--- src/rtl/lsu_pkg.sv ---
// Shared definitions for the load/store unit memory master.
package lsu_pkg;

  localparam logic [1:0] SIZE_BYTE = 2'd0;
  localparam logic [1:0] SIZE_HALF = 2'd1;
  localparam logic [1:0] SIZE_WORD = 2'd2;
  localparam logic [1:0] SIZE_ILL  = 2'd3;

  typedef enum logic [1:0] {
    ST_IDLE  = 2'd0,
    ST_READ  = 2'd1,
    ST_WRITE = 2'd2,
    ST_RESP  = 2'd3
  } lsu_state_e;

  // Natural alignment check on the low address bits; bytes are never misaligned.
  function automatic logic is_misaligned(input logic [1:0] size, input logic [1:0] lo);
    logic mis;
    mis = 1'b0;
    case (size)
      SIZE_HALF: mis = lo[0];
      SIZE_WORD: mis = (lo != 2'b00);
      default:   mis = 1'b0;
    endcase
    return mis;
  endfunction

endpackage

--- src/rtl/lsu_mem_master_lane_align.sv ---
// Lane steering: load extract/extend and sub-word store merge, purely combinational.
module lsu_lane_align
  import lsu_pkg::*;
(
  input  logic [1:0]  i_size,
  input  logic        i_unsigned,
  input  logic [1:0]  i_lane,
  input  logic [31:0] i_rdata,
  input  logic [31:0] i_wdata,
  output logic [31:0] o_load_data,
  output logic [31:0] o_merge_data
);

  logic [7:0]  w_byte;
  logic [15:0] w_half;

  // Select the addressed byte/half (little-endian) and extend it for loads.
  always_comb begin
    case (i_lane)
      2'd0:    w_byte = i_rdata[7:0];
      2'd1:    w_byte = i_rdata[15:8];
      2'd2:    w_byte = i_rdata[23:16];
      default: w_byte = i_rdata[31:24];
    endcase
    w_half = i_lane[1] ? i_rdata[31:16] : i_rdata[15:0];
    case (i_size)
      SIZE_BYTE: o_load_data = {{24{~i_unsigned & w_byte[7]}}, w_byte};
      SIZE_HALF: o_load_data = {{16{~i_unsigned & w_half[15]}}, w_half};
      default:   o_load_data = i_rdata;
    endcase
  end

  // Replace only the target lane(s) of the read word with the store data.
  always_comb begin
    o_merge_data = i_rdata;
    case (i_size)
      SIZE_BYTE: begin
        case (i_lane)
          2'd0:    o_merge_data[7:0]   = i_wdata[7:0];
          2'd1:    o_merge_data[15:8]  = i_wdata[7:0];
          2'd2:    o_merge_data[23:16] = i_wdata[7:0];
          default: o_merge_data[31:24] = i_wdata[7:0];
        endcase
      end
      SIZE_HALF: begin
        if (i_lane[1]) o_merge_data[31:16] = i_wdata[15:0];
        else           o_merge_data[15:0]  = i_wdata[15:0];
      end
      default: o_merge_data = i_wdata;
    endcase
  end

endmodule

--- src/rtl/lsu_mem_master.sv ---
// Requester side of the data memory port: one load/store in flight, RMW for sub-word stores.
//
// state    | meaning
// ---------+--------------------------------------------------------------
// ST_IDLE  | ready for a request; request fields latched on acceptance
// ST_READ  | memory read; captures load result or merged store word
// ST_WRITE | memory write of full or merged word
// ST_RESP  | one-cycle response pulse
module lsu_mem_master
  import lsu_pkg::*;
#(
  parameter int unsigned ADDR_W          = 32,
  parameter bit          ERR_ON_MISALIGN = 1'b1
) (
  input  logic              i_clk,
  input  logic              i_rst,
  input  logic              i_req_valid,
  output logic              o_req_ready,
  input  logic              i_req_we,
  input  logic [1:0]        i_req_size,
  input  logic              i_req_unsigned,
  input  logic [ADDR_W-1:0] i_req_addr,
  input  logic [31:0]       i_req_wdata,
  output logic              o_rsp_valid,
  output logic [31:0]       o_rsp_rdata,
  output logic              o_rsp_err,
  output logic              o_mem_w_en,
  output logic              o_mem_r_en,
  output logic [ADDR_W-1:0] o_mem_addr,
  output logic [31:0]       o_mem_din,
  input  logic [31:0]       i_mem_dout
);

  lsu_state_e        r_state;
  lsu_state_e        w_next_state;
  logic              r_we;
  logic [1:0]        r_size;
  logic              r_unsigned;
  logic [ADDR_W-1:0] r_addr;
  logic [31:0]       r_wdata;
  logic [31:0]       r_rdata;
  logic              r_err;

  logic              w_accept;
  logic              w_req_err;
  logic [ADDR_W-1:0] w_addr_fix;
  logic [ADDR_W-1:0] w_word_addr;
  logic [31:0]       w_load_data;
  logic [31:0]       w_merge_data;

  assign w_accept    = i_req_valid && (r_state == ST_IDLE);
  assign w_req_err   = (i_req_size == SIZE_ILL) ||
                       (ERR_ON_MISALIGN && is_misaligned(i_req_size, i_req_addr[1:0]));
  assign w_word_addr = {r_addr[ADDR_W-1:2], 2'b00};

  // With misalign errors disabled, silently clear the offending low address bits.
  always_comb begin
    w_addr_fix = i_req_addr;
    if (!ERR_ON_MISALIGN) begin
      if (i_req_size == SIZE_HALF)      w_addr_fix[0]   = 1'b0;
      else if (i_req_size == SIZE_WORD) w_addr_fix[1:0] = 2'b00;
    end
  end

  lsu_lane_align u_lane_align (
    .i_size       (r_size),
    .i_unsigned   (r_unsigned),
    .i_lane       (r_addr[1:0]),
    .i_rdata      (i_mem_dout),
    .i_wdata      (r_wdata),
    .o_load_data  (w_load_data),
    .o_merge_data (w_merge_data)
  );

  // State register; async reset aborts any transaction before its write edge.
  always_ff @(posedge i_clk or posedge i_rst) begin
    if (i_rst) r_state <= ST_IDLE;
    else       r_state <= w_next_state;
  end

  // Next-state decode and memory/response port drivers.
  always_comb begin
    w_next_state = r_state;
    o_req_ready  = 1'b0;
    o_mem_r_en   = 1'b0;
    o_mem_w_en   = 1'b0;
    o_mem_addr   = '0;
    o_mem_din    = '0;
    o_rsp_valid  = 1'b0;
    o_rsp_err    = 1'b0;
    o_rsp_rdata  = '0;
    case (r_state)
      ST_IDLE: begin
        o_req_ready = 1'b1;
        if (i_req_valid) begin
          if (w_req_err)                               w_next_state = ST_RESP;
          else if (!i_req_we || i_req_size != SIZE_WORD) w_next_state = ST_READ;
          else                                         w_next_state = ST_WRITE;
        end
      end
      ST_READ: begin
        o_mem_r_en   = 1'b1;
        o_mem_addr   = w_word_addr;
        w_next_state = r_we ? ST_WRITE : ST_RESP;
      end
      ST_WRITE: begin
        o_mem_w_en   = 1'b1;
        o_mem_addr   = w_word_addr;
        o_mem_din    = r_wdata;
        w_next_state = ST_RESP;
      end
      ST_RESP: begin
        o_rsp_valid  = 1'b1;
        o_rsp_err    = r_err;
        o_rsp_rdata  = r_rdata;
        w_next_state = ST_IDLE;
      end
      default: w_next_state = ST_IDLE;
    endcase
  end

  // Request latch at acceptance; READ folds mem_dout into load result or store word.
  always_ff @(posedge i_clk or posedge i_rst) begin
    if (i_rst) begin
      r_we       <= 1'b0;
      r_size     <= SIZE_BYTE;
      r_unsigned <= 1'b0;
      r_addr     <= '0;
      r_wdata    <= '0;
      r_rdata    <= '0;
      r_err      <= 1'b0;
    end else if (w_accept) begin
      r_we       <= i_req_we;
      r_size     <= i_req_size;
      r_unsigned <= i_req_unsigned;
      r_addr     <= w_addr_fix;
      r_wdata    <= i_req_wdata;
      r_rdata    <= '0;
      r_err      <= w_req_err;
    end else if (r_state == ST_READ) begin
      if (r_we) r_wdata <= w_merge_data;
      else      r_rdata <= w_load_data;
    end
  end

endmodule
--- config.mk ---
export PLATFORM = sky130hd
export DESIGN_NAME = lsu_mem_master
export DESIGN_NICKNAME = d
export VERILOG_FILES = /design/src/rtl/lsu_pkg.sv /design/src/rtl/lsu_mem_master_lane_align.sv /design/src/rtl/lsu_mem_master.sv
export SDC_FILE = /design/constraint.sdc
export NUM_CORES = 1
export LEC_CHECK = 0
export CAP_MARGIN = 5
export CORE_MARGIN = 2
export CORE_UTILIZATION = 46
export DETAILED_ROUTE_END_ITERATION = 6
export GPL_TIMING_DRIVEN = 0
export PLACE_DENSITY = 0.78
export SYNTH_ARGS = -nofsm -noshare
export SYNTH_HDL_FRONTEND = slang
export SYNTH_SLANG_ARGS = --single-unit
--- constraint.sdc ---
create_clock -name i_clk -period 3.9 [get_ports i_clk]
set_input_delay 0.39 -clock i_clk [delete_from_list [all_inputs] [get_ports i_clk]]
set_output_delay 0.39 -clock i_clk [all_outputs]
set_load 0.1 [all_outputs]
# Word level (Yosys, flattened, before mapping)
# Cells that the tools add are included.
[word_totals]
out_inout_bits = 101
in_bits = 103
elab_cells = 74
register_bits = 103
[op_classes]
n_mux = 30
eq_ne = 14
n_bitwise = 3
reduce_logical = 17
[ops]
columns = ["operator", "count"]
rows = [
  ["$mux 32", 9],
  ["$pmux 32 s2", 2],
  ["$mux 16", 3],
  ["$mux 8", 4],
  ["$pmux 8 s3", 1],
  ["$eq 2x2->1 const B", 5],
  ["$eq 2x1->1 const B", 4],
  ["$pmux 2 s4", 1],
  ["$logic_not 2->1", 3],
  ["$mux 1", 6],
  ["$mux 2", 3],
  ["$ne 3x3->1 const B", 2],
  ["$reduce_bool 2->1", 3],
  ["$reduce_and 5->1", 1],
  ["$ne 2x2->1 const B", 2],
  ["$reduce_and 4->1", 1],
  ["$reduce_and 3->1", 1],
  ["$reduce_bool 3->1", 1],
  ["$reduce_or 3->1", 1],
  ["$and 1x1->1", 2],
  ["$logic_or 1x1->1", 2],
  ["$ne 2x1->1 const B", 1],
  ["$pmux 1 s2", 1],
  ["$reduce_and 2->1", 1],
  ["4 further kinds", 4],
]

# Depth between registers and ports, before layout
[depth]
word_depth = 7
ltp_mapped = 8

# By module
# A second synthesis with hierarchy kept.
[hier_totals]
hier_cells = 683
area_unflattened_um2 = 6861.6
[by_module_without_submodules]
columns = ["mod", "seq_area_each_um2", "area_per_inst_um2", "n_inst", "cells_each"]
rows = [
  ["lsu_mem_master", 2577.5, 4933.5, 1, 432],
  ["lsu_lane_align", 0.0, 1928.1, 1, 251],
]

# Worst setup path before layout
# OpenSTA, ideal clock, no wires.
[synth_timing]
kind = "flip-flop to output port"
start = "reg r_state[0]"
end = "out o_mem_din[0]"
setup_slack_ns = 1.101
path_stages_with_launch = 5
arrival_time_ns = 2.409
cell_sequence = "dfrtp_1 -> inv_1 -> ha_1 -> clkbuf_1 -> and2_1"
[synth_via]
elab_chain_cells = 2
[synth_lines]
columns = ["item", "line_no", "rtl"]
rows = [
  ["from (decl)", "lsu_mem_master.sv:34", "lsu_state_e r_state;"],
  ["from (signal assigned)", "lsu_mem_master.sv:78", "else r_state <= w_next_state;"],
  ["$eq 2x2->1", "lsu_mem_master.sv:92", "case (r_state)"],
  ["$mux 32", "lsu_mem_master.sv:92", ""],
  ["to (decl)", "lsu_mem_master.sv:30", "output logic [31:0] o_mem_din,"],
]
# No other way between the ends.

# Worst setup path in the final report
[layout_timing]
start = "reg r_state[0]"
end = "out o_mem_din[15]"
# The elaborated chain is that of the path after synthesis.

==> results.yml <==
placement:
  hpwl_mm: 14.7
  place_inst: 1003
  routabilityCongestion: 0.903
  placement.io_buffers: 201
synth:
  postSynthCellCount: 628
  synth-edff-count: 0
  synth_sequential_area_ratio_pct: 44.0
  synth.lib_cells_used.distinct: 49
  ys.flop_type: "sky130_fd_sc_hd__dfrtp_1"
  synthesis.area_sq_mm: 0.00586
  number_of_warnings_reported_in_the_yosys_synthesis_log: 0
  syn_avg_cell_area_sq_um: 9.33
  synth_seq_cells: 103
  async_set_or_reset_flop_fraction_in_the_synthesized_netlist_pct: 100
sta:
  number_of_hold_slack_violations_in_the_final_timing_report: 0
  min_period_over_period_pct: 87.8
  setup-violations-final: 0
  timing.fmax_mhz: 292
  transition_time_of_the_tightest_slew_check_pin_ns: 1.02
  fin_crit_ns: 3.43
  clock-skew-final_ns: 0.00722
  timing.slew.headroom_pct: 31.9
  timing_max_transition_violations_final: 0
  rsz0062_at_grt: "no"
outcome:
  run_status: "finished, final reports clean"
worst_setup_path:
  critical_path_class: "flop to primary output"
  ff2ff_path_depth: 7
  r2r-end: "r_wdata[26]"
  worst_path_largest_cell_delay_ns: 1.13
  cp.required_ns: 3.51
  r2r_start: "r_state[0]"
  timing.critical_path.to_type: "primary output"
  critPathLaunchType: "flop"
  ff2ff_setup_slack_ns: 1.62
  worstPathCellList: "inv_1 > ha_1 > clkbuf_1 > and2_1 > clkdlybuf4s50_1"
  critical-path-slowest-cell: "sky130_fd_sc_hd__clkdlybuf4s50_1"
  crit_fanout: 10
  timing.critical_path.max_delay_family: "buffers and inverters"
  timing.critical_path.arrival_ns: 3.04
  timing.critical_path.buf_inv: 3
global_routing:
  grt_remaining_overflow: 0
  grt_pass1_vias: 5666
  track_usage_pct: 28.3
  grt_start_max_net_pins: 58
  number_of_antenna_violations_at_the_first_check_in_global_routing: 0
  global_route_wire_length_before_repair_mm: 29.3
clock_network:
  clk-insertion-delay-late_ns: 0.35
  cts_resized: 0
  buffer_count_from_post_cts_setup_fixing: 0
  holdBufCountCts: 0
  clock-sinks: 103
  cts_made_buffers: 9
  h_tree_level_count: 3
  ctsRootBufferMaster: "sky130_fd_sc_hd__clkbuf_16"
  tritoncts: "built"
  clock_pin_slew_of_the_registers_on_the_worst_case_setup_and_hold_paths_ns: 0.07
  cts.path.max_buffers: 2
floorplanning:
  fp.dieH_um: 117
  dieWidth_um: 117
  design.die.area_sq_mm: 0.0137
  num_rows: 41
  initial_utilization_pct: 46.8
  boundaryPins: 204
  floorplan.core_area_sq_mm: 0.0125
route:
  residual_antenna_violating_net_count_after_detailed_routing: 0
  route.detailed.wl_per_inst_um: 18.9
  wirelength_mm: 19.2
  drc: 0
  via_count: 5694
  via_per_inst: 5.59
  drt_first_iter_violations: 369
  drtPass1Iterations: 5
worst_hold_path:
  hold_path_startpoint: "r_addr[8]"
  hp-class: "flop to flop"
  destination_of_the_worst_hold_path: "r_addr[8]"
  hold_path_cells: 2
finish:
  layout_cells_sized_above_1_pct: 8.03
  mostFrequentLayoutCell: "sky130_fd_sc_hd__clkdlybuf4s50_1"
  nets: 953
  final_layout_fill_cell_count: 1063
  multi_input_comb_area_sq_mm: 0.00299
  regArea_sq_mm: 0.00258
  final-instance-count-excl-fill: 1019
  synthToLayoutAreaGrowth_pct: 43.8
  antennaDiodeCount: 0
  most-common-layout-cells: "201 x sky130_fd_sc_hd__clkdlybuf4s50_1, 136 x sky130_fd_sc_hd__nand2_1, 103 x sky130_fd_sc_hd__dfrtp_1"
job:
  number_of_max_cap_violations: 0
registers in the layout, indices dropped and copies added (netlist names):
name and flops:
r_addr 32, r_err 1, r_rdata 32, r_size 2, r_state 2, r_unsigned 1
r_wdata 32, r_we 1
tightest hold or removal path, delay by kind of cell (launching register included):
kind / cells / cell delay [ns]
DFF: 1 / 0.34
and+or+nand+nor: 2 / 0.10
cell usage after synthesis, drive strengths merged, types with 2 or more instances:
| cell | instances | area, sq um |
|---|---|---|
| buf | 31 | 196 |
| a21o | 2 | 22.5 |
| a22o | 2 | 17.5 |
| nor2 | 15 | 58.8 |
| o21ai | 48 | 251 |
| a221oi | 4 | 35.0 |
| mux2i | 29 | 290 |
| ha | 8 | 100 |
| o21a | 2 | 22.5 |
| o22a | 7 | 61.3 |
| nand2b | 8 | 57.6 |
| mux2 | 7 | 78.8 |
| and2 | 96 | 601 |
| o221ai | 6 | 52.6 |
| nor2b | 3 | 18.8 |
| nand2 | 136 | 510 |
| o22ai | 7 | 43.8 |
| inv | 11 | 41.3 |
| dfrtp | 103 | 2580 |
| o211a | 7 | 70.1 |
| clkbuf | 15 | 57.6 |
| a22oi | 15 | 113 |
| a21oi | 22 | 110 |
| a221o | 16 | 160 |
| nor3 | 10 | 55.1 |
| nand3 | 2 | 10.0 |
| mux4 | 6 | 135 |
cell families after synthesis:
group | count (synthesis) | synth area share [%]
and+or+nand+nor | 275 | 23.0
DFF | 103 | 44.0
muxes | 42 | 8.60
adders and majority gates | 8 | 1.71
buffers and inverters | 57 | 5.04
other | 1 | 0.0640
AOI/OAI and AO/OA | 142 | 17.6
metal layers:
metal | wire, um | GRT usage, %
met4 | 581 | 11.2
met2 | 9050 | 46.9
met5 | 0 | 0
met3 | 1970 | 7.31
met1 | 7640 | 35.7
through the flow:
step / area [sq um] / util, % / TNS, ns / worst slack (ns) / hold WS, ns
floorplan: 5870 / - / 0 / 0.806 / 0.437
global placement: 8090 / 64.7 / -65.18 / -0.637 / 0.450
detailed placement: 8120 / 64.9 / 0 / 0.882 / 0.454
CTS: 8430 / 67.3 / 0 / 0.483 / 0.471
global route: 8430 / 67.3 / 0 / 0.370 / 0.499
finish: 8430 / 67.3 / 0 / 0.474 / 0.468
worst max path at each step:
stage / from / to / slack, ns / cells past startpoint
after CTS: r_state[0] / o_mem_din[15] / 0.48 / 5
final: r_state[0] / o_mem_din[15] / 0.47 / 5
after global placement: i_rst / r_rdata[12] / -0.64 / 2
after global routing: r_state[0] / o_mem_din[15] / 0.37 / 5
after detailed placement: r_state[0] / o_mem_din[15] / 0.88 / 5
after floorplan: i_rst / r_addr[0] / 0.81 / 1
cell type report:
type / count / area share (%)
clock inverter: 7 / 0.965
inverter: 11 / 0.520
multi-input combinational: 469 / 35.5
timing repair buffer: 202 / 24.2
clock buffer: 9 / 2.67
buffer: 46 / 3.01
tap: 172 / 2.55
sequential: 103 / 30.6
Power is left out: the tool's default activity adds up to more than one toggle a clock period on the data nets, which glitch-free logic cannot reach.
